==> src/rtl/lenet_frame_sched.sv <==
// Batch scheduler for the lenet core: issues one go per frame, relocates the
// frame-relative ROM address onto a per-frame base, and queues tagged results.
module lenet_frame_sched #(
    parameter int unsigned AW          = 16,
    parameter int unsigned FRAME_WORDS = 1024,
    parameter int unsigned FIFO_DEPTH  = 4,
    parameter int unsigned TIMEOUT     = 1048576
) (
    input  logic          clk,
    input  logic          rstn,
    input  logic          start,
    input  logic [7:0]    num_frames,
    input  logic          abort,
    output logic          busy,
    output logic          done,
    output logic          timeout_err,
    output logic [7:0]    frames_done,
    output logic          lenet_go,
    input  logic          lenet_ready,
    input  logic [5:0]    lenet_digit,
    input  logic [11:0]   lenet_aa,
    input  logic          lenet_cena,
    output logic [AW-1:0] rom_aa,
    output logic          rom_cena,
    output logic          res_valid,
    output logic [5:0]    res_digit,
    output logic [7:0]    res_frame,
    input  logic          res_pop
);

    localparam int unsigned PW = (FIFO_DEPTH > 1) ? $clog2(FIFO_DEPTH) : 1;
    localparam int unsigned CW = PW + 1;
    localparam int unsigned TW = (TIMEOUT > 1) ? $clog2(TIMEOUT) : 1;
    localparam logic [CW-1:0] DEPTH_C   = CW'(FIFO_DEPTH);
    localparam logic [TW-1:0] TLAST_C   = TW'(TIMEOUT - 1);
    localparam logic [AW-1:0] STRIDE_C  = AW'(FRAME_WORDS);

    typedef enum logic [2:0] {
        S_IDLE,
        S_GO,
        S_WAIT,
        S_STALL,
        S_DONE
    } state_e;

    state_e          state_q, state_d;
    logic [7:0]      n_q, n_d;
    logic [7:0]      idx_q, idx_d;
    logic [7:0]      fdone_q, fdone_d;
    logic [AW-1:0]   base_q, base_d;
    logic [TW-1:0]   timer_q, timer_d;
    logic            terr_q, terr_d;
    logic [13:0]     held_q, held_d;

    logic [13:0]     mem_q [FIFO_DEPTH];
    logic [PW-1:0]   wptr_q, rptr_q;
    logic [CW-1:0]   cnt_q;

    logic            abort_act;
    logic            fifo_space;
    logic            push;
    logic [13:0]     push_data;
    logic            pop;
    logic            advance;

    assign abort_act  = abort && (state_q != S_IDLE);
    assign fifo_space = (cnt_q != DEPTH_C) || res_pop;
    assign pop        = res_pop && (cnt_q != '0);

    always_comb begin
        state_d   = state_q;
        n_d       = n_q;
        idx_d     = idx_q;
        fdone_d   = fdone_q;
        base_d    = base_q;
        timer_d   = timer_q;
        terr_d    = terr_q;
        held_d    = held_q;
        push      = 1'b0;
        push_data = held_q;
        advance   = 1'b0;

        unique case (state_q)
            S_IDLE: begin
                if (start) begin
                    n_d     = num_frames;
                    idx_d   = '0;
                    fdone_d = '0;
                    base_d  = '0;
                    terr_d  = 1'b0;
                    state_d = (num_frames != '0) ? S_GO : S_DONE;
                end
            end
            S_GO: begin
                timer_d = '0;
                state_d = S_WAIT;
            end
            S_WAIT: begin
                timer_d = timer_q + 1'b1;
                if (lenet_ready) begin
                    held_d = {idx_q, lenet_digit};
                    if (fifo_space) begin
                        push      = 1'b1;
                        push_data = {idx_q, lenet_digit};
                        advance   = 1'b1;
                    end else begin
                        state_d = S_STALL;
                    end
                end else if (timer_q == TLAST_C) begin
                    terr_d  = 1'b1;
                    state_d = S_DONE;
                end
            end
            S_STALL: begin
                if (fifo_space) begin
                    push    = 1'b1;
                    advance = 1'b1;
                end
            end
            S_DONE: state_d = S_IDLE;
            default: state_d = S_IDLE;
        endcase

        if (advance && !abort_act) begin
            idx_d   = idx_q + 8'd1;
            fdone_d = fdone_q + 8'd1;
            base_d  = base_q + STRIDE_C;
            state_d = ((idx_q + 8'd1) == n_q) ? S_DONE : S_GO;
        end

        // Abort drops any result in flight and leaves counters as they were.
        if (abort_act) begin
            state_d = S_IDLE;
            terr_d  = terr_q;
            push    = 1'b0;
        end
    end

    always_ff @(posedge clk or negedge rstn) begin
        if (!rstn) begin
            state_q <= S_IDLE;
            n_q     <= '0;
            idx_q   <= '0;
            fdone_q <= '0;
            base_q  <= '0;
            timer_q <= '0;
            terr_q  <= 1'b0;
            held_q  <= '0;
        end else begin
            state_q <= state_d;
            n_q     <= n_d;
            idx_q   <= idx_d;
            fdone_q <= fdone_d;
            base_q  <= base_d;
            timer_q <= timer_d;
            terr_q  <= terr_d;
            held_q  <= held_d;
        end
    end

    always_ff @(posedge clk or negedge rstn) begin
        if (!rstn) begin
            wptr_q <= '0;
            rptr_q <= '0;
            cnt_q  <= '0;
        end else begin
            if (push) wptr_q <= wptr_q + 1'b1;
            if (pop)  rptr_q <= rptr_q + 1'b1;
            if (push && !pop)      cnt_q <= cnt_q + 1'b1;
            else if (pop && !push) cnt_q <= cnt_q - 1'b1;
        end
    end

    always_ff @(posedge clk) begin
        if (push) mem_q[wptr_q] <= push_data;
    end

    assign busy        = (state_q != S_IDLE);
    // Strobes are masked by abort so a cancelled cycle never emits go or done.
    assign done        = (state_q == S_DONE) && !abort;
    assign lenet_go    = (state_q == S_GO) && !abort;
    assign timeout_err = terr_q;
    assign frames_done = fdone_q;
    assign rom_aa      = base_q + {{(AW-12){1'b0}}, lenet_aa};
    assign rom_cena    = (state_q == S_GO || state_q == S_WAIT || state_q == S_STALL)
                         ? lenet_cena : 1'b1;
    assign res_valid   = (cnt_q != '0);
    assign {res_frame, res_digit} = mem_q[rptr_q];

endmodule

==> config.mk <==
export PLATFORM = sky130hd
export DESIGN_NAME = lenet_frame_sched
export DESIGN_NICKNAME = d
export VERILOG_FILES = /design/src/rtl/lenet_frame_sched.sv
export SDC_FILE = /design/constraint.sdc
export NUM_CORES = 1
export LEC_CHECK = 0
export CORE_ASPECT_RATIO = 0.75
export CORE_MARGIN = 2
export CORE_UTILIZATION = 50
export DETAILED_ROUTE_END_ITERATION = 8
export GPL_ROUTABILITY_DRIVEN = 0
export PLACE_DENSITY = 0.71
export SLEW_MARGIN = 30
export SYNTH_ARGS = -nofsm -noshare
export SYNTH_HDL_FRONTEND = slang
export SYNTH_SLANG_ARGS = --single-unit
==> constraint.sdc <==
create_clock -name clk -period 4 [get_ports clk]
set_clock_uncertainty 0.15 [all_clocks]
set_input_delay 0.8 -clock clk [delete_from_list [all_inputs] [get_ports clk]]
set_output_delay 0.8 -clock clk [all_outputs]
set_load 0.01 [all_outputs]
# == Word-level counts from Yosys, hierarchy flattened ==
# Memory sizes are Yosys's and may differ from the RTL's.
# Index checks and enable logic that the tools add are counted.
# classes
n_addsub,9
mul,0
n_div,0
n_lt_le_gt_ge,0
eq_ne,14
shifts,0
n_mux,33
n_bitwise,1
n_reduce_logical,28
# op_table
op,n
$mux 16,3
$mux 14,3
$pmux 20 s2,1
$mux 8,4
$mux 3,10
$add 20x1->20 const B,1
$eq 20x20->1 const B,1
$add 16x11->16 const B,1
$add 16x12->16,1
$add 8x1->8 const B,2
$pmux 3 s4,1
$ne 5x5->1 const B,2
$reduce_bool 2->1,5
$mux 1,9
$eq 8x8->1,1
$reduce_bool 8->1,1
$logic_and 1x1->1,7
$eq 3x2->1 const B,2
$ne 2x2->1 const B,3
$ne 3x3->1 const B,2
$reduce_and 2->1,3
$reduce_bool 3->1,2
$reduce_and 5->1,1
$add 2x1->2 const B,2
other kinds (11),17
# totals
regBits,85
latch_bits,0
mem_bits_rw,56
romBits,0
output_inout_bits,44
elab_cells,97
n_memories,1
# memory_table
memory,depth,word_bits,read_ports,rd_clocked_by_memory_dff,wr,line_no,text
mem_q,4,14,1,0,1,55,logic [13:0] mem_q [FIFO_DEPTH];

# == Depth between registers and ports, before layout ==
# logic_depth
word_depth,10
ltp_mapped,12

# == Worst setup path before layout ==
# OpenSTA, ideal clock, no wires.
# synth_path
kind,input -> register
startpoint,input port abort
endpoint,register cnt_q[2]
arrival_ns,2.955
required_ns,3.771
setup_slack_ns,0.816
path_stages,11
path_cell_list,clkbuf_1 or4_4 inv_2 buf_2 buf_2 ha_1 inv_1 fa_1 xor2_1 nor2_1 xor2_1
# synth_between
elab_chain_cells,5
word_cells_on_any_way,7
# synth_lines
item,line_no,text
"start, declared",13,"input logic abort,"
$logic_and 1x1->1 (*),66,assign abort_act = abort && (state_q != S_IDLE);
$mux 1 (*),132,if (abort_act) begin
via push,61,logic push;
$logic_not 1->1,170,else if (pop && !push) cnt_q <= cnt_q - 1'b1;
$logic_and 1x1->1,170,
$reduce_bool 2->1 (no source line),n/a,
"end signal, assigned",169,if (push && !pop) cnt_q <= cnt_q + 1'b1;
"end signal, assigned",170,
"end, declared",57,logic [CW-1:0] cnt_q;
# Mark *: on every way through the listed nets, which the timed path passes. The rest lies on a longest branch.
# A chain may end at the register's enable or synchronous reset.

# == Final worst setup path ==
# layout_path
startpoint,input port lenet_aa[11]
endpoint,output port rom_aa[15]
# layout_between
elab_chain_cells,1
# layout_lines
item,line_no,text
"start, declared",21,"input logic [11:0] lenet_aa,"
$add 16x12->16,184,"assign rom_aa = base_q + {{(AW-12){1'b0}}, lenet_aa};"
"end, declared",23,"output logic [AW-1:0] rom_aa,"
# Every way passes these cells.

==> metrics.yaml <==
status: "complete, no violations"
cts-htree-levels: 4
fillers: 930
syn_to_final_growth_pct: 21.10
hold_violations: 0
drtIter0Drc: 402
io_buffers: 56
max-cap-violations: 0
wl_mm: 12.67
crit_arrival_ns: 2.70
layout_setup_ws_ns: 0.3499
ioPinCount: 77
finalSetupTns_ns: 0
insertion_delay_ns: 0.42
synth_edf_count: 56
fin_cells: 735
async_flop_share_pct: 57.25
viasPerCell: 5.714
grt_pass1_vias: 4064
critPathCaptureType: "output port"
hold_ws_ns: 0.2474
setup-violations-final: 0
rsz0062_at_grt: "false"
coreArea_um2: 11740
synth_largest_area_cell: "dfrtp_1"
synth.top_cell.area_share_pct: 30.73
period_share_pct: 91.25
cts-root-buf: "clkbuf_16"
clockBufferDepth: 2
worst_pin_slew_ns: 0.7627
yosys_warnings: 0
worstPathRequired_ns: 3.05
cellPowerDensity_nw_per_um2: 666.8
yosys-top-cells-count: "dfrtp_1 (75), nand2_1 (69), edfxtp_1 (56)"
combPwrFrac_pct: 29.4
tritoncts: "done"
grtUsageTotal_pct: 20.48
synth_seq_cells: 131
synth_most_common_cell: "dfrtp_1"
holdCritPathClass: "input pin to async pin"
cts_setup_buffers: 0
final_util_pct: 62.99
ctsResizeCount: 0
die_w_um: 131.6
synth_area_leaders: "dfrtp_1 (31%), edfxtp_1 (28%), mux2_2 (5.3%)"
fmax_mhz: 274.0
synthCells: 509
finalCriticalPeriod_ns: 3.650
syn_area_per_cell_um2: 12.00
dp_slack_ns: 0.3432
drv_slew: 0
ir_drop_v: 0.0003778
synth_cell_types: 52
synth_flop_cell: "dfrtp_1"
grt_pass1_wl_mm: 20.72
remaining_drc_errors: 0
start_util_pct: 52.01
hpwl_mm: 8.050
finish.net_count: 605
p_clk_share_pct: 31.8
max-slew-margin-rel_pct: 49.15
seq_power_share_pct: 38.8
rows: 34
grt_max_degree: 76
cts_buffers: 17
seq_area_frac_synth_pct: 58.27
path_max_fanout: 3
ant_nets: 0
vias: 4200
diodes: 0
drive_gt1_share_pct: 15.53
netlist_area_um2: 6107
p_switching_w: 0.001540
dr.pass1.iters: 5
syn-num-nets: 554
rr_worst_depth: 9
dieArea_um2: 13120
setup.worst_path.start_class: "input pin"
antenna_found_initial: 0
dp_cells: 703
leakagePower_nw: 2.983
cts.sinks: 131
internal_power_w: 0.003391
wl_per_cell_um: 17.24
hold_buffers: 0
clk_pin_slew_ns: 0.06
swShare_pct: 31.24
criticalPathCategory: "input pin to output port"
grt_overflow: 0
dieHeight_um: 99.71
## worst paths after layout
check,start,end,slack [ns]
min in group clk,timer_q[15],timer_q[15],0.31
worst min register to register,timer_q[15],timer_q[15],0.31
worst max-delay path,lenet_aa[11],rom_aa[15],0.35
worst min-delay path,rstn,timer_q[7],0.25
worst max register to register,state_q[2],cnt_q[2],1.26
max in group asynchronous,rstn,idx_q[3],2.98
## worst max-delay path, stage by stage
cell	delay (ns)
clkdlybuf4s50_1	0.40
ha_1	0.33
a21oi_1	0.26
nor2_1	0.11
nand2_1	0.10
xnor2_1	0.13
clkdlybuf4s50_1	0.57
## layer usage
| layer | vias up | GRT usage, % | wire length, µm |
|---|---|---|---|
| met5 | - | 0 | 0 |
| met4 | 0 | 7.943 | 183 |
| met3 | 20 | 4.893 | 558 |
| met2 | 97 | 32.90 | 6240 |
| met1 | 2109 | 27.38 | 5687 |
| li1 | 1974 | - | - |
## cell usage in the layout, fill, tap and decap left out, drive strengths merged, types with 11 or more instances in the layout
cell / Yosys / final
dfrtp: 75 / 75
nand2: 69 / 69
edfxtp: 56 / 56
clkdlybuf4s50: 0 / 55
o21ai: 45 / 45
nor2: 34 / 34
mux2: 29 / 29
nand3: 20 / 20
clkbuf: 22 / 19
mux4: 14 / 14
xnor2: 12 / 12
nand4: 12 / 12
buf: 13 / 12
ha: 11 / 11
## area by class of cell
class,count,area (µm²),share of cell area (%)
flip-flops and latches,131,3558,48.11
multi-input cells,336,2371,32.06
repair buffers,67,644.4,8.713
clock buffers,19,432.9,5.853
well taps,162,202.7,2.741
clock inverters,13,160.2,2.165
inverters,7,26.28,0.3553
## through the flow
step           total power [W]  instance area, µm²
4_1_cts               0.004961                7392
6_report              0.004931                7396
2_1_floorplan         0.002837                6107
5_1_grt               0.005192                7396
3_5_place_dp          0.003380                6799
3_3_place_gp          0.003326                6799
## cells by family (layout without fill, tap and decap cells)
kind of cell | after synthesis | count (layout) | synth area share, %
fa+ha+maj | 12 | 12 | 2.581
xor+xnor | 22 | 22 | 3.380
mux | 47 | 47 | 11.17
buf+inv | 42 | 106 | 2.909
flops | 131 | 131 | 58.27
compound gates | 85 | 85 | 8.359
simple gates | 170 | 170 | 13.34
## state kept, by name (all words and copies together) (netlist names)
register     cells
timeout_err      1
mem_q           56
timer_q         20
state_q          3
rptr_q           2
n_q              8
wptr_q           2
base_q           6
cnt_q            3
idx_q            8
frames_done      8
held_q          14
## power by group through the flow
stage | logic, W | registers [W] | clock network [W]
6_report | 0.00145 | 0.00192 | 0.00157
5_1_grt | 0.00159 | 0.00195 | 0.00165
4_1_cts | 0.00146 | 0.00191 | 0.00158
3_5_place_dp | 0.00145 | 0.00193 | 0
3_3_place_gp | 0.00140 | 0.00192 | 0
2_1_floorplan | 0.00102 | 0.00182 | 0
Note: power is estimated with default switching activity, not from simulation.
